$ cat src/rtl/accel_pkg.sv
// Shared definitions for the convolution sequencing controller: FSM states,
// params_reg field layout and the layer-config legality check.
package accel_pkg;

    typedef enum logic [2:0] {
        ST_IDLE    = 3'd0,
        ST_CFG     = 3'd1,
        ST_LOAD_W  = 3'd2,
        ST_LOAD_I  = 3'd3,
        ST_COMPUTE = 3'd4,
        ST_DRAIN   = 3'd5,
        ST_WRITE   = 3'd6,
        ST_DONE    = 3'd7
    } state_e;

    // params_reg field layout
    localparam int FLD_W      = 4;
    localparam int R_LSB      = 0;
    localparam int S_LSB      = 4;
    localparam int U_LSB      = 8;
    localparam int TILE_LSB   = 12;
    localparam int C_LSB      = 16;
    localparam int C_FLD_W    = 12;
    localparam int VALID_BIT  = 30;
    localparam int SRST_BIT   = 31;

    // A layer is legal only if every dimension is non-zero and the kernel fits the array.
    function automatic logic cfg_ok(input logic [FLD_W-1:0] r, input logic [FLD_W-1:0] s,
                                    input logic [FLD_W-1:0] tile, input logic [C_FLD_W-1:0] c,
                                    input int pe_rows, input int pe_cols);
        return (r != '0) && (s != '0) && (tile != '0) && (c != '0) &&
               (int'(r) <= pe_rows) && (int'(s) <= pe_cols);
    endfunction

endpackage

$ cat src/rtl/accel_pe_mask.sv
// Active-PE mask: bit r*PE_COLS+c is set when r < R and c < S.
module accel_pe_mask
    import accel_pkg::*;
#(
    parameter int PE_ROWS = 5,
    parameter int PE_COLS = 5
) (
    input  logic [FLD_W-1:0]           r_cnt,
    input  logic [FLD_W-1:0]           s_cnt,
    output logic [PE_ROWS*PE_COLS-1:0] mask
);

    for (genvar ri = 0; ri < PE_ROWS; ri++) begin : g_row
        for (genvar ci = 0; ci < PE_COLS; ci++) begin : g_col
            localparam logic [7:0] RI = 8'(ri);
            localparam logic [7:0] CI = 8'(ci);
            assign mask[ri*PE_COLS+ci] = (RI < {4'd0, r_cnt}) && (CI < {4'd0, s_cnt});
        end
    end

endmodule

$ cat src/rtl/accel_seq_ctrl.sv
// Per-layer sequencer for the PE-array convolution accelerator: latches the
// layer config, programs the static muxes, then loops load-weights / load-inputs /
// compute / drain / write over C input channels.
module accel_seq_ctrl
    import accel_pkg::*;
#(
    parameter int DATA_WIDTH     = 32,
    parameter int PE_ROWS        = 5,
    parameter int PE_COLS        = 5,
    parameter int MAC_PIPE_DEPTH = 2,
    parameter int ROW_SEL_W      = 4,
    parameter int C_W            = 12
) (
    input  logic                          CLK,
    input  logic                          RESETN,
    input  logic [DATA_WIDTH-1:0]         params_reg,
    input  logic                          start,
    input  logic                          weight_row_ack,
    input  logic                          inputs_ready,
    input  logic [PE_ROWS*PE_COLS-1:0]    mac_done,
    output logic [$clog2(PE_ROWS)-1:0]    weight_row_wr_ctrl,
    output logic                          weight_load_req,
    output logic                          input_load_req,
    output logic [PE_ROWS*PE_COLS-1:0]    add_mux_ctrl,
    output logic [PE_ROWS*PE_COLS-1:0]    stall_ctrl,
    output logic [PE_ROWS*PE_COLS-1:0]    resetn_mac_ctrl,
    output logic [ROW_SEL_W-1:0]          row_out_mux_ctrl,
    output logic [$clog2(PE_ROWS)-1:0]    psum_out_mux_ctrl,
    output logic                          out_storage_wr_en,
    output logic                          busy,
    output logic                          done,
    output logic                          cfg_err
);

    localparam int NPE = PE_ROWS * PE_COLS;
    localparam int RW  = $clog2(PE_ROWS);
    localparam int DW  = (MAC_PIPE_DEPTH > 1) ? $clog2(MAC_PIPE_DEPTH) : 1;

    // params_reg field extraction; U (stride) is not needed by the sequencer
    logic                soft_rst, cfg_valid;
    logic [FLD_W-1:0]    r_in, s_in, tile_in;
    logic [C_W-1:0]      c_in;
    logic                unused_params;
    assign soft_rst      = params_reg[SRST_BIT];
    assign cfg_valid     = params_reg[VALID_BIT];
    assign r_in          = params_reg[R_LSB +: FLD_W];
    assign s_in          = params_reg[S_LSB +: FLD_W];
    assign tile_in       = params_reg[TILE_LSB +: FLD_W];
    assign c_in          = params_reg[C_LSB +: C_W];
    assign unused_params = ^{params_reg[U_LSB +: FLD_W], params_reg[29:28]};

    state_e              state_q, state_d;
    logic [FLD_W-1:0]    r_q, r_d, s_q, s_d, tile_q, tile_d;
    logic [C_W-1:0]      c_q, c_d, ch_q, ch_d;
    logic [RW-1:0]       row_q, row_d;
    logic [DW-1:0]       drain_q, drain_d;
    logic                cfg_err_q, cfg_err_d;
    logic [NPE-1:0]      add_mux_q, add_mux_d;
    logic [ROW_SEL_W-1:0] row_out_q, row_out_d;
    logic [RW-1:0]       psum_out_q, psum_out_d;
    logic [NPE-1:0]      active_mask;

    accel_pe_mask #(.PE_ROWS(PE_ROWS), .PE_COLS(PE_COLS)) u_pe_mask (
        .r_cnt (r_q),
        .s_cnt (s_q),
        .mask  (active_mask)
    );

    // Next-state / datapath update; soft reset overrides everything except cfg_err and latched config
    always_comb begin
        state_d    = state_q;
        r_d        = r_q;
        s_d        = s_q;
        tile_d     = tile_q;
        c_d        = c_q;
        ch_d       = ch_q;
        row_d      = row_q;
        drain_d    = drain_q;
        cfg_err_d  = cfg_err_q;
        add_mux_d  = add_mux_q;
        row_out_d  = row_out_q;
        psum_out_d = psum_out_q;
        case (state_q)
            ST_IDLE: begin
                if (start && cfg_valid) begin
                    r_d    = r_in;
                    s_d    = s_in;
                    tile_d = tile_in;
                    c_d    = c_in;
                    if (cfg_ok(r_in, s_in, tile_in, c_in, PE_ROWS, PE_COLS)) begin
                        cfg_err_d = 1'b0;
                        state_d   = ST_CFG;
                    end else begin
                        cfg_err_d = 1'b1;
                    end
                end
            end
            ST_CFG: begin
                add_mux_d  = active_mask;
                row_out_d  = ROW_SEL_W'(tile_q - 4'd1);
                psum_out_d = RW'(r_q - 4'd1);
                ch_d       = '0;
                row_d      = '0;
                state_d    = ST_LOAD_W;
            end
            ST_LOAD_W: begin
                if (weight_row_ack) begin
                    if (32'(row_q) == 32'(r_q) - 1) begin
                        row_d   = '0;
                        state_d = ST_LOAD_I;
                    end else begin
                        row_d = row_q + 1'b1;
                    end
                end
            end
            ST_LOAD_I: begin
                if (inputs_ready) state_d = ST_COMPUTE;
            end
            ST_COMPUTE: begin
                // inactive PEs never report, so only the active bits gate the exit
                if ((mac_done & active_mask) == active_mask) state_d = ST_DRAIN;
            end
            ST_DRAIN: begin
                if (32'(drain_q) == MAC_PIPE_DEPTH - 1) begin
                    drain_d = '0;
                    state_d = ST_WRITE;
                end else begin
                    drain_d = drain_q + 1'b1;
                end
            end
            ST_WRITE: begin
                if (ch_q == c_q - 1'b1) begin
                    state_d = ST_DONE;
                end else begin
                    ch_d    = ch_q + 1'b1;
                    state_d = ST_LOAD_W;
                end
            end
            ST_DONE:  state_d = ST_IDLE;
            default:  state_d = ST_IDLE;
        endcase
        if (soft_rst) begin
            state_d    = ST_IDLE;
            r_d        = r_q;
            s_d        = s_q;
            tile_d     = tile_q;
            c_d        = c_q;
            ch_d       = '0;
            row_d      = '0;
            drain_d    = '0;
            cfg_err_d  = cfg_err_q;
            add_mux_d  = '0;
            row_out_d  = '0;
            psum_out_d = '0;
        end
    end

    // State and config registers, synchronous active-low reset
    always_ff @(posedge CLK) begin
        if (!RESETN) begin
            state_q    <= ST_IDLE;
            r_q        <= '0;
            s_q        <= '0;
            tile_q     <= '0;
            c_q        <= '0;
            ch_q       <= '0;
            row_q      <= '0;
            drain_q    <= '0;
            cfg_err_q  <= 1'b0;
            add_mux_q  <= '0;
            row_out_q  <= '0;
            psum_out_q <= '0;
        end else begin
            state_q    <= state_d;
            r_q        <= r_d;
            s_q        <= s_d;
            tile_q     <= tile_d;
            c_q        <= c_d;
            ch_q       <= ch_d;
            row_q      <= row_d;
            drain_q    <= drain_d;
            cfg_err_q  <= cfg_err_d;
            add_mux_q  <= add_mux_d;
            row_out_q  <= row_out_d;
            psum_out_q <= psum_out_d;
        end
    end

    // Moore outputs decoded from the current state
    assign weight_row_wr_ctrl = row_q;
    assign weight_load_req    = (state_q == ST_LOAD_W);
    assign input_load_req     = (state_q == ST_LOAD_I);
    assign out_storage_wr_en  = (state_q == ST_WRITE);
    assign done               = (state_q == ST_DONE);
    assign busy               = (state_q != ST_IDLE);
    assign cfg_err            = cfg_err_q;
    assign add_mux_ctrl       = add_mux_q;
    assign row_out_mux_ctrl   = row_out_q;
    assign psum_out_mux_ctrl  = psum_out_q;
    assign stall_ctrl         = (state_q == ST_COMPUTE || state_q == ST_DRAIN) ? ~active_mask : '1;
    // accumulators held in clear while idle and during the CFG pulse
    assign resetn_mac_ctrl    = (state_q == ST_IDLE || state_q == ST_CFG) ? '0 : '1;

endmodule

$ cat config.mk
export PLATFORM = sky130hd
export DESIGN_NAME = accel_seq_ctrl
export DESIGN_NICKNAME = d
export VERILOG_FILES = /design/src/rtl/accel_pkg.sv /design/src/rtl/accel_pe_mask.sv /design/src/rtl/accel_seq_ctrl.sv
export SDC_FILE = /design/constraint.sdc
export NUM_CORES = 1
export LEC_CHECK = 0
export ABC_AREA = 1
export CORE_MARGIN = 5
export CORE_UTILIZATION = 45
export DETAILED_ROUTE_END_ITERATION = 10
export GPL_TIMING_DRIVEN = 0
export HOLD_SLACK_MARGIN = 0.05
export PLACE_DENSITY = 0.83
export SYNTH_ARGS = -nofsm -noshare
export SYNTH_HDL_FRONTEND = slang
export SYNTH_SLANG_ARGS = --single-unit
$ cat constraint.sdc
create_clock -name CLK -period 3.9 [get_ports CLK]
set_input_delay 0.39 -clock CLK [delete_from_list [all_inputs] [get_ports CLK]]
set_output_delay 0.39 -clock CLK [all_outputs]
set_load 0.02 [all_outputs]
# Word level (Yosys, flattened, before mapping)
# Cells that the tools add are included.
[classes]
n_reduce_logical = 46
muxes = 18
eq_ne = 18
n_addsub = 7
order_cmp = 12
bitwise = 4
[op_table]
columns = ["op", "n"]
rows = [
  ["$mux W25", 2],
  ["$eq A3 B32 Y1", 1],
  ["$logic_and A1 B1 Y1", 31],
  ["$mux W3", 10],
  ["$and A25 B25 Y25", 1],
  ["$eq A25 B25 Y1", 1],
  ["$not A25 Y25", 1],
  ["$pmux W12 S2", 1],
  ["$pmux W3 S8", 1],
  ["$lt A1 B4 Y1 const A", 4],
  ["$lt A2 B4 Y1 const A", 4],
  ["$ne A2 B2 Y1 const B", 7],
  ["$add A12 B1 Y12 const B", 1],
  ["$eq A12 B12 Y1", 1],
  ["$eq A3 B3 Y1 const B", 4],
  ["$mux W12", 1],
  ["$reduce_bool A12 Y1", 1],
  ["$reduce_bool A4 Y1", 3],
  ["$sub A12 B1 Y12 const B", 1],
  ["$le A4 B3 Y1 const B", 2],
  ["$lt A3 B4 Y1 const A", 2],
  ["$reduce_and A7 Y1", 1],
  ["$eq A3 B2 Y1 const B", 2],
  ["$pmux W3 S2", 1],
  ["16 further kinds", 21],
]
[totals]
in_bits = 62
ff_bits = 76
elab_cells = 117
output_inout_bits = 91

# Longest topological paths before layout
[logic_depth]
depth_word = 9
ltp_mapped = 18
depth_no_buf = 18

# Modules after synthesis
# From an unflattened synthesis, not the netlist that was laid out.
[unflattened]
cells_unflattened = 710
area_unflattened_um2 = 4513.1
[modules_own_cells]
columns = ["module", "area_per_inst_um2", "n_inst", "seq_area_each_um2", "cells_each"]
rows = [
  ["accel_seq_ctrl", 4265.3, 1, 1521.5, 648],
  ["accel_pe_mask", 247.7, 1, 0.0, 62],
]

# Worst setup path after synthesis
# OpenSTA, ideal clock, no wires.
[synth_path]
path_type = "flip-flop to flip-flop"
startpoint = "register c_q[0]"
endpoint = "register ch_q[10]"
path_buffers = 1
t_required_ns = 3.768
arrival_ns = 1.699
stages_incl_launch_ff = 15
synth_period_minus_slack_ns = 1.831
setup_ns = 0.132
setup_slack_ns = 2.069
path_cell_list = "dfxtp_1 inv_1 ha_1 nand2_1 nor2_1 nand3_1 nand3_1 nand2_1 nor2_1 nand3_1 nand2_2 nand2_2 buf_6 nand2_1 a21oi_1"
[synth_via]
elab_chain_cells = 4
[synth_rtl]
columns = ["element", "line", "source"]
rows = [
  ["from (decl)", "accel_seq_ctrl.sv:54", "logic [C_W-1:0] c_q, c_d, ch_q, ch_d;"],
  ["from (signal assigned)", "accel_seq_ctrl.sv:165", "c_q <= '0;"],
  ["from (signal assigned)", "accel_seq_ctrl.sv:178", "c_q <= c_d;"],
  ["$sub A12 B1 Y12", "accel_seq_ctrl.sv:132", "if (ch_q == c_q - 1'b1) begin"],
  ["$eq A12 B12 Y1", "accel_seq_ctrl.sv:132", ""],
  ["$ne A2 B2 Y1 (no line)", "-", ""],
  ["$reduce_and A2 Y1 (no line)", "-", ""],
  ["to (signal assigned)", "accel_seq_ctrl.sv:179", "ch_q <= ch_d;"],
  ["to (decl)", "accel_seq_ctrl.sv:54", ""],
]
# No other way between the ends.
# A chain may end at the register's enable or synchronous reset.

# Worst setup path in the final report
[layout_path]
startpoint = "register state_q[2]"
endpoint = "output port stall_ctrl[2]"
[layout_via]
elab_chain_cells = 3
word_cells_on_any_way = 4
cone_classes = "eq/ne (2); mux (1); reduce/logical (1)"
[layout_rtl]
columns = ["element", "line", "source"]
rows = [
  ["from (decl)", "accel_seq_ctrl.sv:52", "state_e state_q, state_d;"],
  ["from (signal assigned)", "accel_seq_ctrl.sv:174", "state_q <= state_d;"],
  ["$eq A3 B3 Y1", "accel_seq_ctrl.sv:200", "assign stall_ctrl = (state_q == ST_COMPUTE || state_q == ST_DRAIN) ? ~active_mask : '1;"],
  ["$logic_or A1 B1 Y1 *", "accel_seq_ctrl.sv:200", ""],
  ["$mux W25 *", "accel_seq_ctrl.sv:200", ""],
  ["to (decl)", "accel_seq_ctrl.sv:25", "output logic [PE_ROWS*PE_COLS-1:0] stall_ctrl,"],
]
# Mark *: on every way between the ends. The rest lies on a longest branch, timed or not.

==> out/metrics.json <==
{
  "outcome": {
    "outcome": "completed"
  },
  "setup_path": {
    "worst-r2r-setup-slack_ns": 1.60,
    "r2r_startpoint": "r_q[0]$_SDFFE_PN0P_",
    "data_arrival_time_of_the_worst_path_ns": 2.62,
    "reg2reg_depth": 16,
    "crit_type": "reg2out",
    "required_ns": 3.51,
    "crit_path_max_fanout": 10,
    "cp_slowest_stage_delay_ns": 0.56,
    "cpLargestDelayFamily": "buffers and inverters",
    "path_buf_inv": 3,
    "worstSetupEndpointType": "output port",
    "timing.critical_path.cells": "clkinv_1 > nor2_1 > clkbuf_1 > nand3_1 > clkdlybuf4s50_1",
    "worst_setup_path_start_kind": "flop",
    "terminus_of_the_critical_flop_to_flop_path": "state_q[0]$_SDFFE_PP0P_",
    "cpMaxStageDelayCell": "clkdlybuf4s50_1"
  },
  "place": {
    "detailed_place.area_mm2": 0.006275,
    "post_place_setup_slack_ns": 1.200,
    "dp_hpwl_um": 11500,
    "place.port_buffers": 146,
    "placedCellCount": 1015,
    "place_congestion": 0.9221
  },
  "final_layout": {
    "layoutNonFillerInstCount": 1031,
    "area_growth_syn_to_layout_pct": 38.75,
    "finalInstanceArea_mm2": 0.006442,
    "final_common_cell": "nand2_1",
    "antenna_cells_inserted": 0,
    "final_nets": 959,
    "layout.core_utilization_pct": 63.26,
    "ratio_of_cells_with_drive_above_1_in_the_final_layout_pct": 7.374,
    "mostFrequentLayoutCells": "173 x nand2_1, 146 x clkdlybuf4s50_1, 93 x nor2_1"
  },
  "clocking": {
    "clock-root-buffer": "clkbuf_8",
    "cts_hold_buf": 0,
    "ctsHtreeMaxLevel": 3,
    "post_cts_resized": 0,
    "tritoncts_clock_tree": "yes",
    "cts.sink_count": 76,
    "clk_latency_ns": 0.35,
    "clock_path_buffers": 2,
    "cts_setup_buffers": 0,
    "path_clk_slew_ns": 0.09,
    "numCtsBuffers": 9
  },
  "floorplanning": {
    "placementRows": 37,
    "die-width_um": 111.6,
    "dieArea_mm2": 0.01245,
    "initial_core_util_pct": 45.59,
    "io-pin-count": 153,
    "core_mm2": 0.01018,
    "floorplan.die.height_um": 111.6
  },
  "pwr": {
    "peakVddDrop_mv": 0.1927,
    "p_per_area_mw_per_mm2": 255.1,
    "leakage_nw": 2.776,
    "post-layout-total-power_mw": 1.643
  },
  "yosys": {
    "yosys.area.top_type": "dfxtp_1",
    "ys_seq_area_share_pct": 32.77,
    "synth_top_area_share_pct": 32.77,
    "ys_ff_latch": 76,
    "ys_types": 32,
    "ys.warnings.count": 0,
    "synth_top_flop_cell": "dfxtp_1",
    "syn_area_mm2": 0.004643,
    "synthesis.instances": 733,
    "asyncSetResetFlopFracSynth_pct": 0,
    "syn-mean-instance-area_um2": 6.335,
    "total_nets_after_synthesis": 802,
    "synth_top_cells_by_area": "dfxtp_1 33%, nand2_1 14%, nor2_1 7.5%, inv_1 6.8%, a21oi_1 6.4%",
    "number_of_enable_flip_flop_cells_after_synthesis": 0
  },
  "routing": {
    "detail_route.wl_per_cell_um": 13.86,
    "drtPass1Iterations": 5,
    "antenna_left": 0,
    "detailroute.via_count": 5173,
    "route.detailed.vias_per_inst": 5.017,
    "routed_wirelength_um": 14290,
    "drc": 0,
    "detail_route.iter0.violations": 254
  },
  "sta": {
    "clock.fmax_mhz": 332.7,
    "fin_setup_tns_ns": 0,
    "worst_slack_ns": 0.8945,
    "worst_clock_skew_ns": 0.01088,
    "final.hold.worst_slack_ns": 0.4765,
    "tightest_slew_ns": 0.7219,
    "drv_slew": 0,
    "final-setup-viol-count": 0,
    "timing.slew.headroom_pct": 51.76,
    "final.min_clock_period_ns": 3.005,
    "rsz0062_at_grt": "false",
    "number_of_failing_hold_endpoints_at_the_final_stage": 0,
    "post-route-period-util_pct": 77.06
  },
  "min_path": {
    "min_delay_path_depth": 2,
    "worst_hold_path_type": "reg2reg",
    "hold_path.startpoint": "add_mux_ctrl[4]$_SDFFE_PP0P_",
    "whs_endpoint": "add_mux_ctrl[4]$_SDFFE_PP0P_"
  },
  "global_routing": {
    "track_usage_pct": 21.94,
    "grt_pass1_vias": 4723,
    "grt_start_max_net_pins": 26,
    "grt_first_pass_wirelength_um": 22670,
    "grt_overflow_total": 0,
    "grt_antenna_before_repair": 0
  },
  "job": {
    "maxCapViolations": 0
  }
}
[cell type report]
class,count,area (um2)
timing repair buffer,146,1461
tap,136,170.2
inverter,86,322.8
sequential,76,1521
clock inverter,6,40.04
fill,939,3742
buffer,47,286.5
multi-input combinational,524,2512
clock buffer,10,127.6
[worst reg2reg max path: cells and delay by family, from the launching register on]
kind | cells | cell delay (ns)
AO/OA/AOI/OAI | 1 | 0.45
adder cells (fa/ha/maj) | 1 | 0.25
buffers and inverters | 2 | 0.19
flip-flops | 1 | 0.48
AND/OR/NAND/NOR | 12 | 0.82
[logic make-up after synthesis]
family / after synthesis / share of synthesized area (%)
buf+inv: 133 / 13.12
fa+ha+maj: 7 / 1.886
simple gates: 373 / 34.57
flops: 76 / 32.77
compound gates: 124 / 13.88
xor+xnor: 20 / 3.773
[power breakdown]
group	leakage, nW	switching (mW)	internal (mW)
clock	0.0864	0.295	0.231
combinational	2.07	0.185	0.126
sequential	0.615	0.0152	0.790
total	2.78	0.495	1.15
[synthesized netlist by cell type, types with 6 or more instances]
cell type / number
nor2_1: 93
nand2_1: 173
ha_1: 7
xor2_1: 15
a21oi_1: 59
nand4_1: 6
or2_2: 8
nor3_1: 9
clkbuf_1: 17
nor4_1: 8
o21ai_0: 54
inv_1: 84
buf_4: 24
nand3_1: 59
dfxtp_1: 76
[routing by layer]
| layer | share of wire, % | vias to the layer above | global-route usage, % |
|---|---|---|---|
| li1 | - | 2642 | - |
| met2 | 45 | 167 | 35.87 |
| met5 | 0 | - | 0 |
| met4 | 4.2 | 0 | 11.92 |
| met3 | 4.8 | 49 | 2.609 |
| met1 | 46 | 2315 | 28.23 |
[how the worst max path moves through the flow]
stage,start,to,slack [ns],cells past startpoint
final,state_q[2]$_SDFFE_PP0P_,stall_ctrl[2],0.89,5
after global placement,RESETN,add_mux_ctrl[12]$_SDFFE_PP0P_,1.23,7
after CTS,state_q[2]$_SDFFE_PP0P_,stall_ctrl[2],0.94,5
after floorplan,c_q[0]$_SDFFE_PN0P_,ch_q[10]$_SDFFE_PP0P_,2.07,14
after detailed placement,RESETN,add_mux_ctrl[22]$_SDFFE_PP0P_,1.20,7
after global routing,state_q[2]$_SDFFE_PP0P_,stall_ctrl[24],0.72,5
[flip-flops by register name, summed over array words and instances (netlist names), 4 cells and up]
signal            flops
s_q                   4
tile_q                4
row_out_mux_ctrl      4
add_mux_ctrl         25
r_q                   4
c_q                  12
ch_q                 12
Note: power is estimated with default switching activity, not from simulation.
